### src/rtl/memory_arbiter.sv
// Two-requester (instruction fetch / load-store) arbiter in front of a single main-memory port.
// Round-robin on ties, optional ACK handshake with a cycle-count timeout.
module memory_arbiter #(
  parameter int unsigned DATAWIDTH_BUS  = 32,
  parameter int unsigned TIMEOUT_CYCLES = 8,
  parameter bit          USE_ACK        = 1'b1
) (
  input  logic                     MEMORY_ARBITER_CLOCK_50,
  input  logic                     MEMORY_ARBITER_RESET_InHigh,
  input  logic                     FETCH_REQ,
  input  logic [DATAWIDTH_BUS-1:0] FETCH_ADDRESS,
  output logic [DATAWIDTH_BUS-1:0] FETCH_DATA_OutBUS,
  output logic                     FETCH_DONE,
  output logic                     FETCH_ERR,
  input  logic                     DATA_REQ,
  input  logic                     DATA_WE,
  input  logic [DATAWIDTH_BUS-1:0] DATA_ADDRESS,
  input  logic [DATAWIDTH_BUS-1:0] DATA_WDATA,
  output logic [DATAWIDTH_BUS-1:0] DATA_DATA_OutBUS,
  output logic                     DATA_DONE,
  output logic                     DATA_ERR,
  output logic                     MEM_RD,
  output logic                     MEM_WR,
  output logic [DATAWIDTH_BUS-1:0] MEM_ADDRESS,
  output logic [DATAWIDTH_BUS-1:0] MEM_WDATA,
  input  logic [DATAWIDTH_BUS-1:0] MEM_RDATA,
  input  logic                     MEM_ACK,
  output logic                     BUSY,
  output logic                     LAST_GRANT
);

  typedef enum logic [1:0] {StIdle, StAccess, StDone} state_e;

  localparam logic [3:0] CntLast = 4'(TIMEOUT_CYCLES - 1);

  state_e     state_q;
  logic       owner_q;  // 1 = data requester owns the current access
  logic       we_q;
  logic [3:0] cnt_q;
  logic       ack_eff;
  logic       grant_data;

  assign ack_eff = USE_ACK ? MEM_ACK : 1'b1;
  assign BUSY    = (state_q != StIdle);

  always_comb begin
    grant_data = DATA_REQ;
    if (FETCH_REQ && DATA_REQ) grant_data = ~LAST_GRANT;
  end

  always_ff @(posedge MEMORY_ARBITER_CLOCK_50) begin
    if (MEMORY_ARBITER_RESET_InHigh) begin
      state_q           <= StIdle;
      owner_q           <= 1'b0;
      we_q              <= 1'b0;
      cnt_q             <= '0;
      LAST_GRANT        <= 1'b1;
      MEM_RD            <= 1'b0;
      MEM_WR            <= 1'b0;
      MEM_ADDRESS       <= '0;
      MEM_WDATA         <= '0;
      FETCH_DONE        <= 1'b0;
      FETCH_ERR         <= 1'b0;
      DATA_DONE         <= 1'b0;
      DATA_ERR          <= 1'b0;
      FETCH_DATA_OutBUS <= '0;
      DATA_DATA_OutBUS  <= '0;
    end else begin
      unique case (state_q)
        StIdle: begin
          if (FETCH_REQ || DATA_REQ) begin
            state_q    <= StAccess;
            owner_q    <= grant_data;
            LAST_GRANT <= grant_data;
            cnt_q      <= '0;
            if (grant_data) begin
              MEM_ADDRESS <= DATA_ADDRESS;
              MEM_WDATA   <= DATA_WDATA;
              we_q        <= DATA_WE;
              MEM_RD      <= ~DATA_WE;
              MEM_WR      <= DATA_WE;
            end else begin
              MEM_ADDRESS <= FETCH_ADDRESS;
              we_q        <= 1'b0;
              MEM_RD      <= 1'b1;
              MEM_WR      <= 1'b0;
            end
          end
        end
        StAccess: begin
          // ACK beats the timeout when both land on the last allowed cycle
          if (ack_eff || (cnt_q == CntLast)) begin
            state_q <= StDone;
            MEM_RD  <= 1'b0;
            MEM_WR  <= 1'b0;
            if (owner_q) begin
              DATA_DONE <= 1'b1;
              DATA_ERR  <= ~ack_eff;
              if (!ack_eff)  DATA_DATA_OutBUS <= '0;
              else if (!we_q) DATA_DATA_OutBUS <= MEM_RDATA;
            end else begin
              FETCH_DONE <= 1'b1;
              FETCH_ERR  <= ~ack_eff;
              FETCH_DATA_OutBUS <= ack_eff ? MEM_RDATA : '0;
            end
          end else begin
            cnt_q <= cnt_q + 4'd1;
          end
        end
        StDone: begin
          state_q    <= StIdle;
          FETCH_DONE <= 1'b0;
          FETCH_ERR  <= 1'b0;
          DATA_DONE  <= 1'b0;
          DATA_ERR   <= 1'b0;
        end
        default: state_q <= StIdle;
      endcase
    end
  end

endmodule

### config.mk
export PLATFORM = sky130hd
export DESIGN_NAME = memory_arbiter
export DESIGN_NICKNAME = d
export VERILOG_FILES = /design/src/rtl/memory_arbiter.sv
export SDC_FILE = /design/constraint.sdc
export NUM_CORES = 1
export LEC_CHECK = 0
export ABC_CLOCK_PERIOD_IN_PS = 1800
export BUFFER_PORTS_ARGS = -buffer_cell sky130_fd_sc_hd__buf_2
export CORE_UTILIZATION = 30
export DETAILED_ROUTE_END_ITERATION = 10
export PLACE_DENSITY = 0.67
export SYNTH_ARGS = -nofsm -noshare
export SYNTH_HDL_FRONTEND = slang
export SYNTH_SLANG_ARGS = --single-unit
### constraint.sdc
create_clock -name MEMORY_ARBITER_CLOCK_50 -period 1.8 [get_ports MEMORY_ARBITER_CLOCK_50]
set_input_delay 0.18 -clock MEMORY_ARBITER_CLOCK_50 [delete_from_list [all_inputs] [get_ports MEMORY_ARBITER_CLOCK_50]]
set_output_delay 0.18 -clock MEMORY_ARBITER_CLOCK_50 [all_outputs]
set_load 0.02 [all_outputs]
Word-level counts from Yosys, hierarchy flattened
Index checks and enable logic that the tools add are counted.
{ "classes": {"addsub": 1, "n_eq_ne": 9, "muxes": 30, "bitwise_logic": 4, "reduce_logical": 16} }
{ "op_table": {"columns": ["cell", "n"], "rows": [
  ["2-to-1 mux 32 bit", 4],
  ["AND reduction 3 bit", 6],
  ["2-to-1 mux 1 bit", 14],
  ["!= test 2 bit, second input constant", 6],
  ["case mux 1 bit (2 select lines)", 6],
  ["2-to-1 mux 4 bit", 2],
  ["case mux 4 bit (2 select lines)", 1],
  ["nonzero test 2 bit", 3],
  ["adder 4 x 1 -> 4 bit, second input constant", 1],
  ["equality test 4 x 3 -> 1 bit, second input constant", 1],
  ["2-to-1 mux 2 bit", 2],
  ["NOT 1 bit", 4],
  ["case mux 2 bit (2 select lines)", 1],
  ["AND reduction 2 bit", 2],
  ["AND reduction 4 bit", 1],
  ["equality test 2 x 1 -> 1 bit, second input constant", 1],
  ["equality test 2 bit, second input constant", 1],
  ["zero test 2 bit", 1],
  ["logical OR 1 bit", 2],
  ["logical AND 1 bit", 1]
]} }
{ "word_totals": {"output_inout_bits": 136, "inputBits": 134, "reg_bits": 143} }

Depth between registers and ports, before layout
{ "depth": {"word_depth": 5, "depth_mapped": 7, "ltp_nobuf": 5} }

Worst setup path before layout
No wires, ideal clock.
{ "synth_path": {"path_type": "register to register", "start": "register cnt_q[0]", "end": "register DATA_DONE", "arrival_time_ns": 1.431, "path_stages_with_launch": 7, "required_ns": 1.672, "setup_time_ns": 0.128, "setup_slack_ns": 0.241, "path_cell_list": "dfxtp_1 -> ha_1 -> and3b_1 -> nor2_1 -> clkbuf_1 -> a2bb2oi_1 -> nor2_1"} }
{ "synth_between": {"elab_chain_cells": 4} }
{ "synth_rtl": {"columns": ["item", "line_no", "text"], "rows": [
  ["start, declared", "39", "logic [3:0] cnt_q;"],
  ["start signal, assigned", "107", "cnt_q <= cnt_q + 4'd1;"],
  ["equality test 4 x 3 -> 1 bit", "92", "if (ack_eff || (cnt_q == CntLast)) begin"],
  ["logical OR 1 bit", "92", null],
  ["!= test 2 bit (no source line)", null, null],
  ["AND reduction 3 bit (no source line)", null, null],
  ["end signal, assigned", "64", "DATA_DONE <= 1'b0;"],
  ["end signal, assigned", "97", "DATA_DONE <= 1'b1;"],
  ["end signal, assigned", "114", "DATA_DONE <= 1'b0;"],
  ["end, declared", "20", "output logic DATA_DONE,"]
]} }
Every way passes these cells.
A chain may end at the register's enable or synchronous reset.

Worst setup path in the final report
{ "layout_path": {"start": "register state_q[1]", "end": "register MEM_ADDRESS[30]"} }
{ "layout_between": {"elab_chain_cells": 2} }
{ "layout_rtl": {"columns": ["item", "line_no", "text"], "rows": [
  ["start, declared", "36", "state_e state_q;"],
  ["start signal, assigned", "53", "state_q <= StIdle;"],
  ["start signal, assigned", "72", "state_q <= StAccess;"],
  ["start signal, assigned", "93", "state_q <= StDone;"],
  ["zero test 2 bit", "69", "unique case (state_q)"],
  ["AND reduction 2 bit (no source line)", null, null],
  ["end signal, assigned", "60", "MEM_ADDRESS <= '0;"],
  ["end signal, assigned", "77", "MEM_ADDRESS <= DATA_ADDRESS;"],
  ["end signal, assigned", "83", "MEM_ADDRESS <= FETCH_ADDRESS;"],
  ["end, declared", "24", "output logic [DATAWIDTH_BUS-1:0] MEM_ADDRESS,"]
]} }
Every way passes these cells.

==> out/qor.yml <==
run_status:
  status: "complete, no violations"
cells_and_area:
  syn_to_final_growth_pct: 44.6
  nets: 1016
  n_antenna_cell: 0
  drive_above_1_share_pct: 36.2
routing:
  wirelength_mm: 16.6
  viasPerCell: 4.84
  drc: 0
  top_layer_used: "met4"
  wl_met2_mm: 7.88
  route.met3.wl_mm: 1.24
  routedWlPerCell_um: 14.8
  vias: 5432
  firstDrtPassIters: 4
  ant_nets: 0
  wl_met1_mm: 7.24
  drtIter0Drc: 248
die:
  start_util_pct: 30.6
  placementRows: 49
  dieArea_sq_um: 18800
  die_x_um: 137
  core_sq_um: 17900
  chipHeight_um: 137
  ios: 270
power_and_ir_drop:
  power_leakage_nw: 3.55
  p_per_area_nw_per_um2: 1070
  ir_drop_mv: 0.633
worst_setup_path:
  criticalPathCategory: "flop to flop"
  start_kind: "flop"
  r2r_start: "state_q[1]"
  path_cells: "nor2b_2 -> nor3_4 -> buf_12 -> nor2_1 -> a211oi_1"
  critPathRequiredTime_ps: 2120
  crit_fanout: 39
  reg2reg_depth: 5
  cp_slowest_stage_delay_ps: 570
  slowest_stage: "dfxtp_1"
  r2r-end: "MEM_ADDRESS[30]"
  r2r_setup_slack_ps: 200
  crit_path_end_kind: "flop"
  cp_data_arrival_time_ps: 1920
logic_synthesis:
  yosysTopAreaCell: "dfxtp_1"
  yosysSeqAreaShare_pct: 52.3
  ys.flop_type: "dfxtp_1"
  synth_edf_count: 0
  yosysMostFrequentCell: "dfxtp_1"
  synthCells: 617
  async_flop_share_pct: 0
  synth_cell_type_count: 40
  synth.avg_cell_area_sq_um: 8.88
  yosysWarnings: 0
  yosysTopAreaCellShare_pct: 52.3
  synthTopCellsByCount: "dfxtp_1 (143), nor2_1 (73), a21oi_1 (70)"
  ys_top_cells_by_area: "dfxtp_1 (52%), a21oi_1 (6.4%), mux2i_1 (5.8%)"
  synth_seq_cells: 143
  synth_nets: 752
  netlist_area_sq_um: 5480
clock_network:
  cts_resized: 0
  path_clk_slew_ps: 60
  clk_latency_ps: 410
  cts_sinks: 143
  cts_buffer_depth: 2
  root_buffer: "clkbuf_16"
  htreeDepth: 4
  cts_tree: "done"
  cts_made_buffers: 17
timing:
  hold_viol_final: 0
  worstMarginPinSlew_ps: 412
  rsz0062_at_grt: "false"
  period_share_pct: 88.9
  setup_viol: 0
  max_clock_freq_mhz: 625
  setup_slack_ps: 200
  slew_headroom_pct: 72.5
  tns_ps: 0
  finalCriticalPeriod_ps: 1600
  fin_worst_skew_ps: 10.2
  slew_viol_final: 0
min_path:
  worstHoldEndpoint: "MEM_WDATA[28]"
  min_path_type: "input port to flop"
  worstHoldPathCells: 3
  hp-start: "DATA_WDATA[28]"
global_route:
  overflow: 0
  antenna_found_initial: 0
  grt_pass1_vias: 4918
  grt_max_degree: 65
  grt_usage_pct: 17.3
  grt_pass1_wl_mm: 25.1
placed_design:
  dp_hpwl_mm: 11.2
  pre_cts_slack_ps: 208
  io_buffers: 269
  gp_congestion: 0.768
run:
  drv_cap: 0
state kept, by name, indices dropped and copies added, names as in the netlist, 2 cells and up:
| signal | flops |
|---|---|
| MEM_WDATA | 32 |
| FETCH_DATA_OutBUS | 32 |
| DATA_DATA_OutBUS | 32 |
| state_q | 2 |
| MEM_ADDRESS | 32 |
| cnt_q | 4 |
repair_timing:
| action | CTS | global route |
|---|---|---|
| setup buffers | 0 | 0 |
| endpoints found under the hold margin | 16 | 0 |
| hold buffers | 16 | 0 |
power breakdown:
part	internal, mW	switching [mW]
Combinational	0.527	0.809
Clock	2.34	1.33
Sequential	3.36	0.0982
Total	6.22	2.23
per-layer routing:
metal | vias up | track usage, %
met5 | - | 0
met4 | 0 | 5.19
met3 | 17 | 6.22
met2 | 175 | 28.7
met1 | 2505 | 20.7
li1 | 2735 | -
final cells by class:
type                            count  area [sq um]
Inverter                            2          7.51
Clock buffer                       24           492
Multi-Input combinational cell    414          2380
Timing Repair Buffer              303          1760
Tap cell                          229           287
Sequential cell                   143          2860
Fill cell                        1761          9990
Clock inverter                      8           129
per-stage QoR:
step | hold slack, ps | power, mW | utilization [%] | instances | instance area (sq um)
floorplan | 316 | 4.29 | - | 617 | 5480
global placement | 420 | 4.83 | 39.9 | 1075 | 7140
detailed placement | 427 | 4.84 | 39.9 | 1075 | 7140
CTS | 3.58 | 8.56 | 44.2 | 1123 | 7920
global route | 8.73 | 8.85 | 44.2 | 1123 | 7920
finish | 19.3 | 8.45 | 44.2 | 1123 | 7920
placed cells by master (no fill, tap or decap), drive strengths merged, types with 4 or more instances in the layout:
| master | count |
|---|---|
| buf | 287 |
| o21ai | 34 |
| mux2i | 32 |
| a211oi | 34 |
| nand3 | 38 |
| nand2 | 69 |
| dfxtp | 143 |
| a21oi | 71 |
| nor2b | 4 |
| a32oi | 32 |
| clkbuf | 24 |
| clkinv | 4 |
| dlygate4sd3 | 16 |
| nor2 | 73 |
worst max path at each step:
stage,cells past startpoint,start,end
floorplan,6,cnt_q[0],DATA_DONE
global placement,5,state_q[1],MEM_WR
detailed placement,5,state_q[1],MEM_ADDRESS[31]
CTS,5,state_q[1],MEM_ADDRESS[24]
global route,6,cnt_q[0],FETCH_DATA_OutBUS[25]
finish,5,state_q[1],MEM_ADDRESS[30]
critical path: cells and delay by family, from the launching register on:
family / cells / cell delay, ps
DFF: 1 / 570
and+or+nand+nor: 3 / 480
buffers and inverters: 1 / 230
AOI/OAI and AO/OA: 1 / 220
logic make-up after synthesis:
logic type | Yosys count | share of synthesized area [%]
adders and majority gates | 1 | 0.228
buffers and inverters | 60 | 4.66
AOI/OAI and AO/OA | 182 | 21.0
and+or+nand+nor | 199 | 16.0
muxes | 32 | 5.85
DFF | 143 | 52.3
Note: power is estimated with default switching activity, not from simulation.
